===== src/rtl/mem_responder.sv =====
// mem_responder: word-addressed unified instruction/data memory for the
// multicycle core. Serves one request at a time, inserts LATENCY wait
// cycles, then commits the write or returns the read with a one-cycle
// ready pulse. Misaligned and out-of-range accesses get err instead of
// touching the array.
module mem_responder #(
  parameter int DEPTH_WORDS = 64,
  parameter int LATENCY     = 2
) (
  input  logic        clk,
  input  logic        reset,
  input  logic        req,
  input  logic        we,
  input  logic [31:0] Adr,
  input  logic [31:0] WriteData,
  output logic [31:0] ReadData,
  output logic        ready,
  output logic        err,
  output logic        busy
);

  localparam int         AW      = $clog2(DEPTH_WORDS);
  localparam logic [32:0] LIMIT  = 33'(DEPTH_WORDS) << 2;
  localparam logic [3:0] LOADCNT = 4'(LATENCY);

  typedef enum logic [1:0] {IDLE, WAIT, RESP} state_t;

  state_t        state;
  logic [3:0]    cnt;
  logic          lat_we;
  logic [31:0]   lat_adr;
  logic [31:0]   lat_data;

  logic          acc_we;
  logic [31:0]   acc_adr;
  logic [31:0]   acc_data;
  logic          enter_resp;
  logic          err_cond;
  logic [AW-1:0] idx;

  // The array is deliberately left out of reset so program/data contents
  // survive a core reset.
  logic [31:0]   mem [DEPTH_WORDS];

  // Select the fields of the access being performed on this edge. With
  // LATENCY=0 the access happens on the acceptance edge itself, so the live
  // inputs are used instead of the (not yet loaded) latched copies.
  always_comb begin
    acc_we     = lat_we;
    acc_adr    = lat_adr;
    acc_data   = lat_data;
    enter_resp = 1'b0;
    if (state == IDLE) begin
      acc_we     = we;
      acc_adr    = Adr;
      acc_data   = WriteData;
      enter_resp = req && (LATENCY == 0);
    end else if (state == WAIT) begin
      enter_resp = (cnt == 4'd1);
    end
  end

  assign err_cond = (acc_adr[1:0] != 2'b00) || ({1'b0, acc_adr} >= LIMIT);
  assign idx      = acc_adr[AW+1:2];

  // Commit a good write on the edge that enters RESP; gated by reset so an
  // edge during reset can never write.
  always_ff @(posedge clk) begin
    if (!reset && enter_resp && acc_we && !err_cond) begin
      mem[idx] <= acc_data;
    end
  end

  // Control FSM with registered ready/err/busy/ReadData.
  always_ff @(posedge clk or posedge reset) begin
    if (reset) begin
      state    <= IDLE;
      cnt      <= 4'd0;
      lat_we   <= 1'b0;
      lat_adr  <= 32'h0;
      lat_data <= 32'h0;
      ready    <= 1'b0;
      err      <= 1'b0;
      busy     <= 1'b0;
      ReadData <= 32'h0;
    end else begin
      ready <= enter_resp;
      err   <= enter_resp && err_cond;

      if (enter_resp) begin
        if (err_cond) begin
          ReadData <= 32'h0;
        end else if (!acc_we) begin
          ReadData <= mem[idx];
        end
      end

      case (state)
        IDLE: begin
          if (req) begin
            lat_we   <= we;
            lat_adr  <= Adr;
            lat_data <= WriteData;
            cnt      <= LOADCNT;
            busy     <= 1'b1;
            if (LATENCY == 0) begin
              state <= RESP;
            end else begin
              state <= WAIT;
            end
          end else begin
            busy <= 1'b0;
          end
        end
        WAIT: begin
          cnt  <= cnt - 4'd1;
          busy <= 1'b1;
          if (cnt == 4'd1) begin
            state <= RESP;
          end
        end
        RESP: begin
          state <= IDLE;
          busy  <= 1'b0;
        end
        default: begin
          state <= IDLE;
          busy  <= 1'b0;
        end
      endcase
    end
  end

endmodule


===== config.mk =====
export PLATFORM = sky130hd
export DESIGN_NAME = mem_responder
export DESIGN_NICKNAME = d
export VERILOG_FILES = /design/src/rtl/mem_responder.sv
export SDC_FILE = /design/constraint.sdc
export NUM_CORES = 2
export LEC_CHECK = 0
export BUFFER_PORTS_ARGS = -buffer_cell sky130_fd_sc_hd__buf_2
export CORE_UTILIZATION = 45
export DETAILED_ROUTE_END_ITERATION = 10
export GPL_ROUTABILITY_DRIVEN = 0
export GPL_TIMING_DRIVEN = 1
export MAX_ROUTING_LAYER = met4
export PLACE_DENSITY = 0.66
export SLEW_MARGIN = 30
export SYNTH_ARGS = -nofsm -noshare
export SYNTH_HDL_FRONTEND = slang
export SYNTH_SLANG_ARGS = --single-unit

===== constraint.sdc =====
create_clock -name clk -period 8.5 [get_ports clk]
set_input_delay 2.55 -clock clk [delete_from_list [all_inputs] [get_ports clk]]
set_output_delay 2.55 -clock clk [all_outputs]
set_load 0.05 [all_outputs]

-- Word level (Yosys, flattened, before mapping)
Memories as Yosys holds them, arrays and structs flattened.
Cells that the tools add are included.
- bits in registers: 106
- RAM bits: 2048
- input bits: 68
- memories: 1
- $add $sub $neg: 1
- $lt $le $gt $ge: 1
- equality and inequality tests: 5
- multiplexer cells: 16
- reduce and logical (&&, ||, !) cells: 14
- memory list (memory ; words ; width ; read ports ; clocked after Yosys merged registers in ; wr ports ; RTL line ; source):
    mem ; 64 ; 32 ; 1 ; 0 ; 1 ; 43 ; logic [31:0] mem [DEPTH_WORDS];
- operator list (kind ; number):
    two-way mux 32 bit ; 4
    greater-or-equal comparator 32 x 9 -> 1 bit, second input constant ; 1
    case mux 4 bit (2 select lines) ; 1
    AND reduction 2 bit ; 4
    two-way mux 1 bit ; 6
    equality test 4 x 1 -> 1 bit, second input constant ; 1
    logical AND 1 bit ; 4
    two-way mux 2 bit ; 2
    two-way mux 4 bit ; 1
    inequality test 2 x 1 -> 1 bit, second input constant ; 2
    case mux 2 bit (2 select lines) ; 1
    nonzero test 2 bit ; 2
    subtractor 4 x 1 -> 4 bit, second input constant ; 1
    equality test 2 x 1 -> 1 bit, second input constant ; 1
    zero test 1 bit ; 2
    zero test 2 bit ; 1
    inequality test 2 bit, second input constant ; 1
    case mux 1 bit (2 select lines) ; 1
    logical OR 1 bit ; 1

-- Logic depth before layout (Yosys ltp)
- word-level depth: 8
- depth in mapped cells: 13

-- Worst setup path after synthesis
OpenSTA, ideal clock, no wires.
- path type: input to register
- from: in Adr[0]
- to: mem mem[15][0] (enable)
- setup time: 421 ps
- arrival: 5307 ps
- data required time: 8079 ps
- setup slack: 2772 ps
- stages on the path: 7
- buffers on the path: 0
- cell sequence: nor4_1 nand4_1 nor2_1 nor2_1 nor4b_2 nand2_1 nor2_1
- longest elaborated chain between the ends: 7
- elaborated cells between the ends (all ways): 8
- ends and longest elaborated chain (item ; RTL line ; source):
    start: declaration ; 14 ; input logic [31:0] Adr,
    two-way mux 32 bit * ; 53 ; if (state == IDLE) begin
    greater-or-equal comparator 32 x 9 -> 1 bit / nonzero test 2 bit (equally long branches) ; 63 ; assign err_cond = (acc_adr[1:0] != 2'b00) || ({1'b0, acc_adr} >= LIMIT);
    logical OR 1 bit * ; 63 ;
    zero test 1 bit * ; 69 ; if (!reset && enter_resp && acc_we && !err_cond) begin
    logical AND 1 bit * ; 69 ;
    two-way mux 1 bit * ; 69 ;
    two-way mux 1 bit (implied by the code) * ; 70 ; mem[idx] <= acc_data;
    end: declaration ; 43 ;
Every way passes the cells marked *; elsewhere a longest branch is shown, timed or not.

-- Worst setup path after layout
- from: in Adr[3]
- to: reg ReadData[6]
- longest elaborated chain between the ends: 5
- elaborated cells between the ends (all ways): 8
- ends and longest elaborated chain (item ; RTL line ; source):
    two-way mux 32 bit * ; 53 ;
    greater-or-equal comparator 32 x 9 -> 1 bit ; 63 ;
    logical OR 1 bit ; 63 ;
    inequality test 2 x 1 -> 1 bit (no source line) ; - ;
    AND reduction 2 bit (no source line) ; - ;
    end signal: assignment ; 94 ; ReadData <= mem[idx];
    end: declaration ; 16 ; output logic [31:0] ReadData,
Every way passes the cells marked *; elsewhere a longest branch is shown, timed or not. The select of a mux whose other input is x is not followed.
A chain may end at the register's enable or synchronous reset.

==> impl_results.md <==
- Critical hold path startpoint: lat_data[13]
- Layout cells sized above 1: 0.131
- Starting density of the core: 0.453
- Clock network latency to the later pin of the worst-skew pair: 0.84 ns
- Growth of design area from synthesis to finish: 14.4%
- Vias after detailed routing: 53330
- Die extent in y: 426 um
- Cell area after placement: 0.0857 mm^2
- Count of port buffers added during placement: 102
- Post-Syn Instances: 5355
- Critical path type: input pin to flip-flop
- Routed wire length: 284 mm
- Number of fill cells in the layout: 14430
- Leading register cell type out of synthesis: sky130_fd_sc_hd__edfxtp_1
- Count of endpoints failing setup in the final report: 0
- Highest-delay cell along the critical path: sky130_fd_sc_hd__nor4_1
- Pwr per Cell Area: 380 mW/mm^2
- Detailed-routing iteration count for the pre-antenna-repair pass: 6
- Actual transition at the worst max-transition pin: 1.25 ns
- Worst relative slew slack: 0.159
- Number of flip-flops and latches in the synthesized netlist: 2154
- Clock Sink Count: 2154
- EDFF count, synth: 2048
- Leading cell types by total area after synthesis: sky130_fd_sc_hd__edfxtp_1, sky130_fd_sc_hd__nand2_1, sky130_fd_sc_hd__o22ai_1
- Hold Vio Cnt, Final: 0
- Startpoint type of the worst setup path: input pin
- Number of placement rows: 155
- Area occupied by registers: 0.0642 mm^2
- Number of max-cap violations: 0
- Seq pwr share: 0.400
- Htree depth: 4
- Cell-by-cell trace of the critical path: buf_2 > and2_1 > a32oi_4 > buf_12 > o22ai_1 > or3_1 > nor4_1 > o22ai_1 > nor4_1 > a22o_1
- Mean routed wirelength per cell: 35.1 um
- Setup Skew: 0.0340 ns
- Total negative slack for setup checks: 0 ns
- Final nets: 5610
- Max-slew violation count: 0
- Total non-filler cell area in the finished layout: 0.0924 mm^2
- GRT Util Overall: 0.318
- Switching Fraction: 0.394
- Synth warn: 0
- Fin crit share: 0.683
- Setup crit start: Adr[3]
- Critical Path Fanout Max: 21
- Proportion of netlist area held by the largest area contributor: 0.761
- Post-synth top cells: sky130_fd_sc_hd__edfxtp_1, sky130_fd_sc_hd__nand2_1, sky130_fd_sc_hd__o22ai_1
- Bufs and invs on worst path: 2
- Count of nets left with antenna violations after detail routing: 0
- Post-synth top area cell: sky130_fd_sc_hd__edfxtp_1
- Die extent in x: 426 um
- Post-detailed-route DRC marker count: 0
- IR Drop Worst-Case VDD: 0.000422 V
- Pleak: 30.2 nW
- Power dissipated by switching net loads: 13.9 mW
- Total clock buffers created by CTS: 201
- Combinational fraction of design power: 0.344
- Clock network fraction of total power: 0.255
- Average vias per placed instance: 6.59
- Hold WC Path Type: flip-flop to flip-flop
- Footprint of the multi-input gates: 0.0163 mm^2
- CTS Hold Bufs: 0
- Most common cell in the netlist: sky130_fd_sc_hd__edfxtp_1
- Share of async-settable or async-resettable flops after synthesis: 0.0492
- Detailed Route Iter0 Violations: 9749
- Number of I/O pins: 103
- Final Critical Period: 5.80 ns
- Largest stage delay, worst path: 0.93 ns
- Number of antenna violations at the first check in global routing: 26
- Fmax achieved: 172 MHz
- Library cells used by synthesis: 66
- Die Outline Area: 0.181 mm^2
- Worst path top cell family by delay: simple AND/OR/NAND/NOR gates
- Data arrival, critical path: 6.57 ns
- CTS tree: built
- Clock buffer depth: 3
- Overflow left after global routing: 0
- Global-route wire length before repair: 390 mm
- Detailed placement HPWL: 165 mm
- RSZ-0062 raised after global routing: false
- Syn Std Cell Area: 0.0808 mm^2
- Critical path capture point type: flip-flop
- Post-CTS clock slew at the launch and capture registers of the worst setup and hold paths: 0.06 ns
- Number of cells upsized or downsized after cts: 0
- Nets in the synthesized netlist: 5425
- Internal portion of total power: 21.3 mW
- Pin count of the biggest net entering global routing: 102
- Core Area: 0.178 mm^2
- Via count of the first global-routing pass: 48811
- Worst EP required: 9.27 ns
- Post-CTS setup buffer count: 0
- Outcome: finished, final reports clean
- Launching point of the worst reg2reg path: state[0]
- Average cell area after synthesis: 15.1 um^2
- Sequential share of the synthesized area: 0.794
- Root buffer cell: sky130_fd_sc_hd__clkbuf_16
-- final timing paths --
kind                                      to  slack (ns)  cells past startpoint
worst max-delay path             ReadData[6]        2.70                     10
worst min-delay path            lat_data[13]        0.48                      2
worst max register to register  ReadData[10]        3.41                      9
worst min register to register  lat_data[13]        0.48                      2
max in group asynchronous        ReadData[4]        5.28                      3
min in group asynchronous       lat_data[17]        1.79                      2
-- placed cells by master (no fill, tap or decap), types with 10 or more instances in the layout --
master                      count
sky130_fd_sc_hd__edfxtp_1    2048
sky130_fd_sc_hd__clkbuf_16    206
sky130_fd_sc_hd__a211oi_1      11
sky130_fd_sc_hd__nand2_4       31
sky130_fd_sc_hd__a32o_1        41
sky130_fd_sc_hd__clkinv_2      37
sky130_fd_sc_hd__dfrtp_1      106
sky130_fd_sc_hd__nor2_1       247
sky130_fd_sc_hd__a32oi_1       46
sky130_fd_sc_hd__nor4_1        58
sky130_fd_sc_hd__a31oi_1      130
sky130_fd_sc_hd__bufinv_16     16
sky130_fd_sc_hd__buf_4        170
sky130_fd_sc_hd__o221ai_1      31
sky130_fd_sc_hd__buf_2        102
sky130_fd_sc_hd__o21ai_0       34
sky130_fd_sc_hd__nor2_4        65
sky130_fd_sc_hd__clkinv_1      28
sky130_fd_sc_hd__nor3_1        95
sky130_fd_sc_hd__a22o_1        13
sky130_fd_sc_hd__clkbuf_1      64
sky130_fd_sc_hd__a31oi_2       10
sky130_fd_sc_hd__nor2b_1       10
sky130_fd_sc_hd__o22a_1        18
sky130_fd_sc_hd__o22ai_1      526
sky130_fd_sc_hd__a22oi_1       11
sky130_fd_sc_hd__nand3_1      194
sky130_fd_sc_hd__diode_2       24
sky130_fd_sc_hd__nand2_1      914
sky130_fd_sc_hd__a21oi_1      152
sky130_fd_sc_hd__mux2i_1       94
sky130_fd_sc_hd__buf_12        27
sky130_fd_sc_hd__clkbuf_8      11
-- sequential cells by signal, summed over array words and instances (netlist names) --
name      cells
mem        2048
ReadData     32
lat_adr      32
lat_data     32
cnt           4
state         2
busy          1
err           1
lat_we        1
ready         1
-- cell families after synthesis --
logic type,Yosys count,share of synthesized area
xor gates and xnor gates,1,0.000108
muxes,100,0.0126
adders and majority gates,2,0.000310
buffers and inverters,332,0.0183
and+or+nand+nor,1680,0.0867
AOI/OAI and AO/OA,1086,0.0884
DFF,2154,0.794
-- per-stage QoR --
step           utilization  setup WS, ns  hold slack, ns  power (mW)  cells
2_1_floorplan            -          2.77           0.445        19.8   5355
3_3_place_gp         0.479          1.93           0.458        25.5   7681
3_5_place_dp         0.480          2.14           0.462        25.7   7686
4_1_cts              0.516          2.97           0.477        34.5   8059
5_1_grt              0.518          2.93           0.496        35.6   8080
6_report             0.518          2.70           0.475        35.1   8089
-- per-layer routing --
| layer | share of wire | vias to the layer above | routed length (um) | GRT usage |
|---|---|---|---|---|
| met5 | 0 | - | 0 | - |
| met4 | 0.056 | 0 | 16000 | 0.153 |
| met3 | 0.17 | 798 | 47600 | 0.118 |
| met2 | 0.43 | 4590 | 121000 | 0.437 |
| met1 | 0.35 | 26724 | 99100 | 0.416 |
| li1 | - | 21218 | - | - |
-- worst reg2reg max path: cells and delay by family, from the launching register on --
family,cells,cell delay [ns]
and+or+nand+nor,2,1.63
buffers and inverters,2,0.86
muxes,1,0.95
AOI/OAI and AO/OA,4,0.85
DFF,1,0.74
-- cell type report --
| type | instances | area share |
|---|---|---|
| diodes | 24 | 0.000650 |
| clock buffers | 281 | 0.0600 |
| clock inverters | 92 | 0.00966 |
| inverters | 6 | 0.000298 |
| multi-input cells | 2869 | 0.176 |
| flip-flops and latches | 2154 | 0.694 |
| well taps | 2355 | 0.0319 |
| repair buffers | 308 | 0.0276 |
-- power by group through the flow --
stage | logic [mW] | clock network (mW) | registers (mW)
finish | 12.1 | 8.96 | 14.1
floorplan | 5.47 | 0 | 14.4
detailed placement | 11.4 | 0 | 14.3
CTS | 11.5 | 8.93 | 14.1
global route | 12.2 | 9.34 | 14.1
global placement | 11.2 | 0 | 14.3
No activity file was read; power rests on OpenSTA's default activity.
